==> src/rtl/xadc_drp_if.sv <==
// DRP-side signal bundle between the XADC wizard and the read sequencer.
// The master modport is the sequencer; the slave modport is the XADC side.
interface xadc_drp_if;
    logic        eoc;
    logic        drdy;
    logic [15:0] do_in;
    logic        den;
    logic        dwe;
    logic [6:0]  daddr;

    modport master (input eoc, drdy, do_in, output den, dwe, daddr);
    modport slave  (output eoc, drdy, do_in, input den, dwe, daddr);
endinterface

==> src/rtl/xadc_multi_pwm.sv <==
// Round-robin XADC DRP reader with optional EMA smoothing and one PWM LED per channel.
//
// state       | meaning
// S_IDLE      | sequencer stopped, eoc ignored
// S_WAIT_EOC  | armed, next eoc launches a DRP read of channel idx
// S_WAIT_DRDY | read in flight, waiting for drdy or timeout
module xadc_multi_pwm #(
    parameter int                  NUM_CH    = 4,
    parameter logic [7*NUM_CH-1:0] CH_ADDRS  = {7'h16, 7'h1F, 7'h17, 7'h1E},
    parameter int                  PWM_BITS  = 8,
    parameter int                  AVG_SHIFT = 0,
    parameter int                  TIMEOUT   = 255
) (
    input  logic                   clk,
    input  logic                   resetn,
    xadc_drp_if.master             drp,
    input  logic                   en_i,
    input  logic                   clr_err_i,
    output logic [NUM_CH-1:0]      led_o,
    output logic [NUM_CH*12-1:0]   value_o,
    output logic                   sample_valid_o,
    output logic [3:0]             sample_ch_o,
    output logic                   timeout_err_o
);
    localparam int AW = 12 + AVG_SHIFT;
    localparam int IW = (NUM_CH > 1) ? $clog2(NUM_CH) : 1;
    localparam int TW = $clog2(TIMEOUT + 1);
    localparam logic [PWM_BITS-1:0] CNT_MAX = '1;

    typedef enum logic [1:0] {S_IDLE, S_WAIT_EOC, S_WAIT_DRDY} state_t;

    state_t              state_q, state_d;
    logic [IW-1:0]       idx_q, idx_d, idx_nxt;
    logic [TW-1:0]       tmr_q, tmr_d;
    logic                stop_q, stop_d;
    logic                den_q, den_d;
    logic [6:0]          daddr_q, daddr_d;
    logic                terr_q, terr_d;
    logic                sv_q, sv_d;
    logic [3:0]          sch_q, sch_d;
    logic                capture, tmo;
    logic [11:0]         raw;
    logic                unused_lsbs;
    logic [AW-1:0]       acc_q [NUM_CH];
    logic [PWM_BITS-1:0] cnt_q;
    logic [PWM_BITS-1:0] duty_q [NUM_CH];
    logic [NUM_CH-1:0]   led_q;

    assign raw         = drp.do_in[15:4];
    assign unused_lsbs = ^drp.do_in[3:0];
    assign idx_nxt     = (idx_q == IW'(NUM_CH - 1)) ? '0 : idx_q + 1'b1;

    always_comb begin
        state_d = state_q;
        idx_d   = idx_q;
        tmr_d   = tmr_q;
        stop_d  = stop_q;
        den_d   = 1'b0;
        daddr_d = daddr_q;
        sv_d    = 1'b0;
        sch_d   = sch_q;
        capture = 1'b0;
        tmo     = 1'b0;
        case (state_q)
            S_IDLE: begin
                if (en_i) state_d = S_WAIT_EOC;
            end
            S_WAIT_EOC: begin
                if (!en_i) begin
                    state_d = S_IDLE;
                end else if (drp.eoc) begin
                    den_d   = 1'b1;
                    daddr_d = CH_ADDRS[7*int'(idx_q) +: 7];
                    tmr_d   = TW'(TIMEOUT - 1);
                    stop_d  = 1'b0;
                    state_d = S_WAIT_DRDY;
                end
            end
            S_WAIT_DRDY: begin
                // drdy takes priority over an expiring timer
                if (drp.drdy)          capture = 1'b1;
                else if (tmr_q == '0)  tmo     = 1'b1;
                else                   tmr_d   = tmr_q - 1'b1;
                if (capture || tmo) begin
                    idx_d   = idx_nxt;
                    state_d = (stop_q || !en_i) ? S_IDLE : S_WAIT_EOC;
                end else begin
                    stop_d = stop_q | ~en_i;
                end
                if (capture) begin
                    sv_d  = 1'b1;
                    sch_d = 4'(idx_q);
                end
            end
            default: state_d = S_IDLE;
        endcase
        terr_d = tmo | (terr_q & ~clr_err_i);
    end

    always_ff @(posedge clk or negedge resetn) begin
        if (!resetn) begin
            state_q <= S_IDLE;
            idx_q   <= '0;
            tmr_q   <= '0;
            stop_q  <= 1'b0;
            den_q   <= 1'b0;
            daddr_q <= CH_ADDRS[6:0];
            terr_q  <= 1'b0;
            sv_q    <= 1'b0;
            sch_q   <= '0;
        end else begin
            state_q <= state_d;
            idx_q   <= idx_d;
            tmr_q   <= tmr_d;
            stop_q  <= stop_d;
            den_q   <= den_d;
            daddr_q <= daddr_d;
            terr_q  <= terr_d;
            sv_q    <= sv_d;
            sch_q   <= sch_d;
        end
    end

    // With AVG_SHIFT=0 the update collapses to acc = raw.
    always_ff @(posedge clk or negedge resetn) begin
        if (!resetn) begin
            for (int i = 0; i < NUM_CH; i++) acc_q[i] <= '0;
        end else if (capture) begin
            acc_q[idx_q] <= acc_q[idx_q] - (acc_q[idx_q] >> AVG_SHIFT) + AW'(raw);
        end
    end

    always_ff @(posedge clk or negedge resetn) begin
        if (!resetn) begin
            cnt_q <= '0;
            led_q <= '0;
            for (int i = 0; i < NUM_CH; i++) duty_q[i] <= '0;
        end else begin
            cnt_q <= cnt_q + 1'b1;
            for (int i = 0; i < NUM_CH; i++) begin
                led_q[i] <= (cnt_q < duty_q[i]);
                if (cnt_q == CNT_MAX) duty_q[i] <= value_o[12*i+11 -: PWM_BITS];
            end
        end
    end

    for (genvar g = 0; g < NUM_CH; g++) begin : g_value
        assign value_o[12*g +: 12] = 12'(acc_q[g] >> AVG_SHIFT);
    end

    assign drp.den        = den_q;
    assign drp.dwe        = 1'b0;
    assign drp.daddr      = daddr_q;
    assign led_o          = led_q;
    assign sample_valid_o = sv_q;
    assign sample_ch_o    = sch_q;
    assign timeout_err_o  = terr_q;
endmodule

==> src/flat_wrapper.sv <==
// flat-port wrapper written by rule: the top's interface ports become plain ports
module xadc_multi_pwm_flat 
#(
    parameter int                  NUM_CH    = 4,
    parameter logic [7*NUM_CH-1:0] CH_ADDRS  = {7'h16, 7'h1F, 7'h17, 7'h1E},
    parameter int                  PWM_BITS  = 8,
    parameter int                  AVG_SHIFT = 0,
    parameter int                  TIMEOUT   = 255
)
  (clk, resetn, en_i, clr_err_i, led_o, value_o, sample_valid_o, sample_ch_o, timeout_err_o, drp_eoc, drp_drdy, drp_do_in, drp_den, drp_dwe, drp_daddr);
  xadc_drp_if drp_i ();
  input  logic clk;
  input  logic resetn;
  input  logic en_i;
  input  logic clr_err_i;
  output logic [NUM_CH-1:0] led_o;
  output logic [NUM_CH*12-1:0] value_o;
  output logic sample_valid_o;
  output logic [3:0] sample_ch_o;
  output logic timeout_err_o;
  input wire logic [$bits(drp_i.eoc)-1:0] drp_eoc;
  input wire logic [$bits(drp_i.drdy)-1:0] drp_drdy;
  input wire logic [$bits(drp_i.do_in)-1:0] drp_do_in;
  output wire logic [$bits(drp_i.den)-1:0] drp_den;
  output wire logic [$bits(drp_i.dwe)-1:0] drp_dwe;
  output wire logic [$bits(drp_i.daddr)-1:0] drp_daddr;
  assign drp_i.eoc = drp_eoc;
  assign drp_i.drdy = drp_drdy;
  assign drp_i.do_in = drp_do_in;
  assign drp_den = drp_i.den;
  assign drp_dwe = drp_i.dwe;
  assign drp_daddr = drp_i.daddr;
  xadc_multi_pwm #(.NUM_CH(NUM_CH), .CH_ADDRS(CH_ADDRS), .PWM_BITS(PWM_BITS), .AVG_SHIFT(AVG_SHIFT), .TIMEOUT(TIMEOUT)) u_core (.clk(clk), .resetn(resetn), .drp(drp_i), .en_i(en_i), .clr_err_i(clr_err_i), .led_o(led_o), .value_o(value_o), .sample_valid_o(sample_valid_o), .sample_ch_o(sample_ch_o), .timeout_err_o(timeout_err_o));
endmodule
==> config.mk <==
export PLATFORM = sky130hd
export DESIGN_NAME = xadc_multi_pwm_flat
export DESIGN_NICKNAME = d
export VERILOG_FILES = /design/src/rtl/xadc_drp_if.sv /design/src/rtl/xadc_multi_pwm.sv /design/src/flat_wrapper.sv
export SDC_FILE = /design/constraint.sdc
export NUM_CORES = 1
export LEC_CHECK = 0
export BUFFER_PORTS_ARGS = -buffer_cell sky130_fd_sc_hd__buf_2
export CAP_MARGIN = 20
export CORE_ASPECT_RATIO = 2
export CORE_MARGIN = 1.5
export CORE_UTILIZATION = 56
export DETAILED_ROUTE_END_ITERATION = 7
export PLACE_DENSITY_LB_ADDON = 0.3
export SKIP_CTS_REPAIR_TIMING = 1
export SYNTH_ARGS = -nofsm -noshare
export SYNTH_HDL_FRONTEND = slang
export SYNTH_SLANG_ARGS = --single-unit
==> constraint.sdc <==
create_clock -name clk -period 2.9 [get_ports clk]
set_clock_uncertainty 0.15 [all_clocks]
set_input_delay 0.29 -clock clk [delete_from_list [all_inputs] [get_ports clk]]
set_output_delay 0.29 -clock clk [all_outputs]
set_load 0.005 [all_outputs]
==> impl_metrics.toml, run 1 <==
[synthesis]
yosys-top-cells-count = "dfrtp_1 (111), nand2_1 (93), o21ai_0 (79)"
synth_top_area_cell = "dfrtp_1"
ys_seq_area_share_pct = 52.1
synth_area_mm2 = 0.00538
avgSynthCellArea_um2 = 9.99
yosysWarnings = 0
synth_flop_cell = "dfrtp_1"
synth_cells = 539
yosysMostFrequentCell = "dfrtp_1"
synth_top_area_share_pct = 51.6
synth-edff-count = 0
synth-seq-cells = 112
synthDistinctLibCells = 41
synth_area_leaders = "dfrtp_1 (52%), ha_1 (10%), o21ai_0 (7.3%), nand2_1 (6.5%), inv_1 (3.3%)"
ys_async_sr_fraction_pct = 100

[global_route]
grt_overflow_total = 0
grtUsageMet3_pct = 3.69
grt_pass1_vias = 4082
grt_use_total_pct = 25.3
grt_max_degree = 53
grtUsageMet1_pct = 25.1
antenna_found_initial = 0
busiest_layer = "met2"
met2_usage_pct = 46.4
grt_pass1_wl_um = 19500

[placed_design]
dp_slack_ns = 0.506
port_buffers = 76
hpwl_um = 9170
gp_congestion = 0.820

[clock_tree]
h-tree-depth = 3
cts-root-buf = "clkbuf_16"
ctsLongestPathBuffers = 2
cts_sinks = 112
clk_pin_slew_ns = 0.07
cts_buffers = 9
cts_tree = "built"
clk_latency_ns = 0.35

[drt]
ant_nets = 0
num_vias = 4029
drc = 0
initialDrtViolationCount = 213
wire_per_inst_um = 16.8
dr.pass1.iters = 4
routed_wl_um = 12200
routed_via_density = 5.57

[timing]
post-route-period-util_pct = 82.6
max_slew_margin_pct = 54.2
setup_ws_ns = 0.506
tightest_slew_ns = 0.686
rsz0062_at_grt = "no"
final_hold_viol_count = 0
max_freq_ghz = 0.418
finalSetupViolations = 0
final.min_clock_period_ns = 2.39
slew_viol_final = 0
fin_setup_tns_ns = 0

[setup_path]
cpMaxStageDelayCell = "and3_1"
crit_top_cell = "nand2_1"
cpLargestDelayFamily = "simple AND/OR/NAND/NOR gates"
crit_fanout = 26
worstSetupEndpointType = "register"
cp_slowest_stage_delay_ns = 0.60
cp_cell_sequence = "ha_1, nand2_1, nor2_1, and3_1, buf_4, nand2_1, o21ai_0"
ff2ff_setup_slack_ns = 0.51
required_ns = 3.02
startpoint_type = "register"
crit_type = "register to register"
arrival_ns = 2.51
critPathBufInv = 1

[job]
maxCapViolations = 0

[die]
die_w_um = 72.3
core_area_mm2 = 0.00932
initial_core_util_pct = 57.8
std_cell_rows = 50
die_area_mm2 = 0.0102
pin_count = 89
die_h_um = 142

[finish]
drive_above_1_share_pct = 18.7
nNetsFinal = 681
diodes = 0
area_growth_pct = 14.0

[pwr]
ir_drop_mv = 0.481
p_int_mw = 2.89
clkPwrFrac_pct = 28.2
powerDensity_mw_per_mm2 = 682
p_seq_share_pct = 51.2
p_sw_mw = 1.30
swShare_pct = 31.1
leakagePower_nw = 3.10
combPwrFrac_pct = 20.6

[hold_path]
min_path_type = "input pin to register"

[status]
status = "complete, no violations"
-- worst register-to-register path, stage by stage, from the launching register on --
cell and delay, ns:
dfrtp_1 0.53, ha_1 0.27, nand2_1 0.06, nor2_1 0.15
and3_1 0.60, buf_4 0.37, nand2_1 0.10, o21ai_0 0.09
-- through the flow --
stage	utilization, %	power [mW]	hold WS, ns	std cells	cell area (µm²)
global placement	62.6	2.98	0.155	705	5840
finish	65.8	4.19	0.0660	723	6140
detailed placement	62.6	3.04	0.162	705	5840
floorplan	-	2.52	-0.156	545	5410
CTS	65.6	4.22	-0.210	721	6120
global route	65.8	4.41	0.0780	723	6140
-- logic make-up (layout without fill, tap and decap cells) --
| logic type | Yosys count | count (layout) | share of synthesized area, % |
|---|---|---|---|
| other cells | 2 | 8 | 0.139 |
| mux | 12 | 12 | 2.51 |
| flops | 112 | 112 | 52.1 |
| xor+xnor | 19 | 19 | 3.09 |
| simple gates | 138 | 138 | 11.2 |
| fa+ha+maj | 45 | 45 | 10.5 |
| compound gates | 137 | 137 | 14.6 |
| buf+inv | 74 | 148 | 5.97 |
-- power groups by stage --
stage          Clock, mW  Sequential, mW  Combinational [mW]
2_1_floorplan          0            2.13               0.393
3_3_place_gp           0            2.15               0.836
3_5_place_dp           0            2.17               0.871
4_1_cts             1.20            2.14               0.876
5_1_grt             1.25            2.18               0.974
6_report            1.18            2.14               0.863
-- state kept, by name, summed over array words and instances, names as in the netlist --
signal                 cells
u_core.led_o               4
u_core.value_o            48
u_core.state_q             2
u_core.timeout_err_o       1
u_core.drp.den             1
u_core.drp.daddr           2
u_core.cnt_q               8
u_core.idx_q               2
u_core.tmr_q               8
u_core.stop_q              1
u_core.sample_ch_o         2
u_core.sample_valid_o      1
u_core.duty_q             32
-- metal layers --
layer,wire (µm),vias up
met5,0,-
met4,731,0
met3,385,38
met2,6780,101
met1,4260,1945
li1,-,1945
-- final cells by class --
class,count,area [µm²]
Clock inverter,5,38.8
Multi-Input combinational cell,359,2280
Tap cell,104,130
Fill cell,727,3180
Inverter,48,180
Timing Repair Buffer,84,460
Sequential cell,112,2800
Clock buffer,11,243
-- placed cells by master (no fill, tap or decap), types with 2 or more instances in the layout --
cell and count:
conb_1 8, inv_6 3, nand2b_1 5, buf_4 6, nand4_1 2, nor2_1 13, dlygate4sd3_1 2, dfrtp_1 111
mux2_2 12, o21ai_0 79, nor3_1 3, a21oi_1 23, ha_1 45, and3_2 2, nand2_1 93, o211a_1 2
a211oi_1 2, inv_1 48, xor2_1 8, o21ai_1 3, clkbuf_16 9, xnor2_1 11, nand3_1 10, nor4_1 2
o31ai_1 4, a21o_1 13, a31oi_1 5, buf_2 75
-- path summary, 6_finish.rpt --
kind                                                from                              end  cells past startpoint
setup / recovery               u_core.cnt_q[1]$_DFF_PN0_    u_core.duty_q[18]$_DFFE_PN0N_                      7
hold / removal                              drp_do_in[4]    u_core.value_o[0]$_DFFE_PN0P_                      2
setup reg to reg               u_core.cnt_q[1]$_DFF_PN0_    u_core.duty_q[18]$_DFFE_PN0N_                      7
hold reg to reg            u_core.value_o[2]$_DFFE_PN0P_    u_core.value_o[2]$_DFFE_PN0P_                      2
max in group asynchronous                         resetn  u_core.drp.daddr[3]$_DFFE_PN1P_                      3
min in group asynchronous                         resetn    u_core.duty_q[27]$_DFFE_PN0N_                      2
Power figures use the tool's default switching activity.
==> inputs of run 2 (changes only) <==
--- a/config.mk
+++ b/config.mk
@@ -5,11 +5,12 @@
 export SDC_FILE = /design/constraint.sdc
 export NUM_CORES = 1
 export LEC_CHECK = 0
+export ABC_AREA = 1
 export BUFFER_PORTS_ARGS = -buffer_cell sky130_fd_sc_hd__buf_2
 export CAP_MARGIN = 20
 export CORE_ASPECT_RATIO = 2
 export CORE_MARGIN = 1.5
-export CORE_UTILIZATION = 56
+export CORE_UTILIZATION = 57
 export DETAILED_ROUTE_END_ITERATION = 7
 export PLACE_DENSITY_LB_ADDON = 0.3
 export SKIP_CTS_REPAIR_TIMING = 1
==> constraint.sdc (replaced) <==
create_clock -name clk -period 2.3 [get_ports clk]
set_clock_uncertainty 0.15 [all_clocks]
set_input_delay 0.23 -clock clk [delete_from_list [all_inputs] [get_ports clk]]
set_output_delay 0.23 -clock clk [all_outputs]
set_load 0.005 [all_outputs]
==> run 2 against run 1 <==
Net effect: combinational power up 51%; first-iteration DRC count up 9.4%; fmax up 17%; die area up 8.7%; area after synthesis up 11%; wire length up 11%; utilization up 1.0 points; count of clock-buffer cells in the layout down 2; highest routed layer unchanged.
==> impl_metrics.toml, run 2 <==
[die]
pin_count = 89
std_cell_rows = 52
die_h_um = 148
core_area_mm2 = 0.0101
initial_core_util_pct = 58.9
die_area_mm2 = 0.0111
die_w_um = 75.4

[setup_path]
r2r-start = "u_core.cnt_q[1]$_DFF_PN0_"
arrival_ns = 2.14
ff2ff_setup_slack_ns = 0.25
worstSetupEndpointType = "register"
cp_cell_sequence = "ha_1, nand2_2, nor2_4, nand3_4, nor2_8, nand2_4, buf_12, nor2_2, a21oi_2"
crit_type = "register to register"
startpoint_type = "register"
crit_fanout = 36
worstRegToRegCells = 9
cpMaxStageDelayCell = "dfrtp_1"
rr_endpoint = "u_core.duty_q[29]$_DFFE_PN0N_"
required_ns = 2.39
cp_slowest_stage_delay_ns = 0.46
crit_path_end = "u_core.duty_q[29]$_DFFE_PN0N_"
crit_path_start = "u_core.cnt_q[1]$_DFF_PN0_"

[timing]
rsz0062_at_grt = "no"
finalSetupViolations = 0
max_slew_margin_pct = 64.1
final_hold_viol_count = 0
tightest_slew_ns = 0.534
max_freq_ghz = 0.488
fin_setup_tns_ns = 0
post-route-period-util_pct = 89.1
final.min_clock_period_ns = 2.05
slew_viol_final = 0

[synthesis]
synth_cells = 686
ys_seq_area_share_pct = 46.9
synth_top_area_cell = "dfrtp_1"
synth_flop_cell = "dfrtp_1"
yosys-top-cells-count = "nand2_1 (192), dfrtp_1 (111), inv_1 (76)"
synth_area_leaders = "dfrtp_1 (47%), nand2_1 (12%), ha_1 (9.4%), nand3_1 (4.8%), inv_1 (4.8%)"
synth-seq-cells = 112
yosysMostFrequentCell = "nand2_1"
synth_area_mm2 = 0.00597
synth-edff-count = 0
synth_top_area_share_pct = 46.5
avgSynthCellArea_um2 = 8.71
ys_async_sr_fraction_pct = 100
synthDistinctLibCells = 31
yosysWarnings = 0

[status]
status = "complete, no violations"

[global_route]
grt_pass1_wl_um = 22100
grt_max_degree = 57
antenna_found_initial = 0
grt_use_total_pct = 26.2
grtUsageMet1_pct = 28.3
grt_pass1_vias = 4698
busiest_layer = "met2"
grt_overflow_total = 0
grtUsageMet3_pct = 4.84
met2_usage_pct = 46.8

[placed_design]
port_buffers = 76
dp.cells = 886
gp_congestion = 0.913
hpwl_um = 10300

[drt]
routed_via_density = 5.25
routed_wl_um = 13400
drc = 0
initialDrtViolationCount = 233
dr.pass1.iters = 5
num_vias = 4758
wire_per_inst_um = 14.8
ant_nets = 0

[pwr]
ir_drop_mv = 0.542
leakagePower_nw = 3.76
powerDensity_mw_per_mm2 = 832

[hold_path]
min_path_type = "input pin to register"
hold_start = "drp_do_in[4]"

[clock_tree]
cts_buffers = 9
cts_sinks = 112
cts_tree = "built"
clk_pin_slew_ns = 0.09
cts-root-buf = "clkbuf_16"
h-tree-depth = 3
ctsLongestPathBuffers = 2
clk_latency_ns = 0.36

[finish]
largest_reg_flops = 48
area_growth_pct = 13.6
fillers = 871
nNetsFinal = 833
layout_common_cells = "nand2_1 (192), dfrtp_1 (111), inv_1 (76), buf_2 (75), nand3_1 (57)"
diodes = 0
final_common_cell = "nand2_1"
drive_above_1_share_pct = 23.0
stdcell_count = 906

[job]
maxCapViolations = 0
[run 2: per-stage QoR]
stage               hold slack (ns)  cell area, µm²  utilization, %  setup WS, ns  power (mW)
global route                 0.0509            6780            66.8        0.0949        5.96
global placement             0.0705            6440            63.4         0.345        4.00
floorplan                    -0.216            6000               -         0.641        3.44
finish                       0.0147            6780            66.8         0.250        5.64
CTS                          -0.304            6740            66.4         0.240        5.66
detailed placement           0.0734            6440            63.4         0.291        4.07
[run 2: critical path, delay by kind of cell, from the launching register on]
| kind | cells | cell delay [ns] |
|---|---|---|
| DFF | 1 | 0.46 |
| AOI/OAI and AO/OA | 1 | 0.05 |
| and+or+nand+nor | 6 | 0.78 |
| adders and majority gates | 1 | 0.24 |
| buffers and inverters | 1 | 0.26 |
[run 2: layer usage]
layer	wire (µm)	vias to the layer above
met5	0	-
met4	643	0
met3	432	43
met2	7490	117
met1	4870	2267
li1	-	2331
[run 2: worst min path at each step]
| stage | to | slack [ns] | cells after the start |
|---|---|---|---|
| 3_5_place_dp | u_core.drp.den$_DFF_PN0_ | 0.07 | 1 |
| 4_1_cts | u_core.state_q[0]$_DFFE_PN0P_ | -0.30 | 1 |
| 3_3_place_gp | u_core.drp.den$_DFF_PN0_ | 0.07 | 1 |
| 5_1_grt | u_core.state_q[0]$_DFFE_PN0P_ | 0.05 | 3 |
| 2_1_floorplan | u_core.cnt_q[0]$_DFF_PN0_ | -0.22 | 0 |
| 6_report | u_core.value_o[24]$_DFFE_PN0P_ | 0.01 | 3 |
[run 2: area by class of cell]
cell class              instances  area [µm²]  area share, %
well taps                     135         169           2.49
clock buffers                   9         225           3.32
multi-input cells             474        2710           39.9
clock inverters                 7        78.8           1.16
flip-flops and latches        112        2800           41.3
inverters                      84         315           4.65
repair buffers                 85         485           7.16
[run 2: cell families (layout without fill, tap and decap cells)]
kind of cell / count (synthesis) / in the layout / synth area share [%]
fa+ha+maj: 45 / 45 / 9.43
simple gates: 322 / 322 / 24.5
compound gates: 87 / 87 / 9.11
other cells: 2 / 8 / 0.126
flops: 112 / 112 / 46.9
xor+xnor: 12 / 12 / 1.76
buf+inv: 106 / 185 / 8.13
[run 2: report_power, final]
part,total [mW],switching (mW),leakage (nW),internal (mW)
clock,1.60,0.816,0.151,0.788
combinational,1.30,0.749,2.11,0.549
sequential,2.74,0.367,1.49,2.37
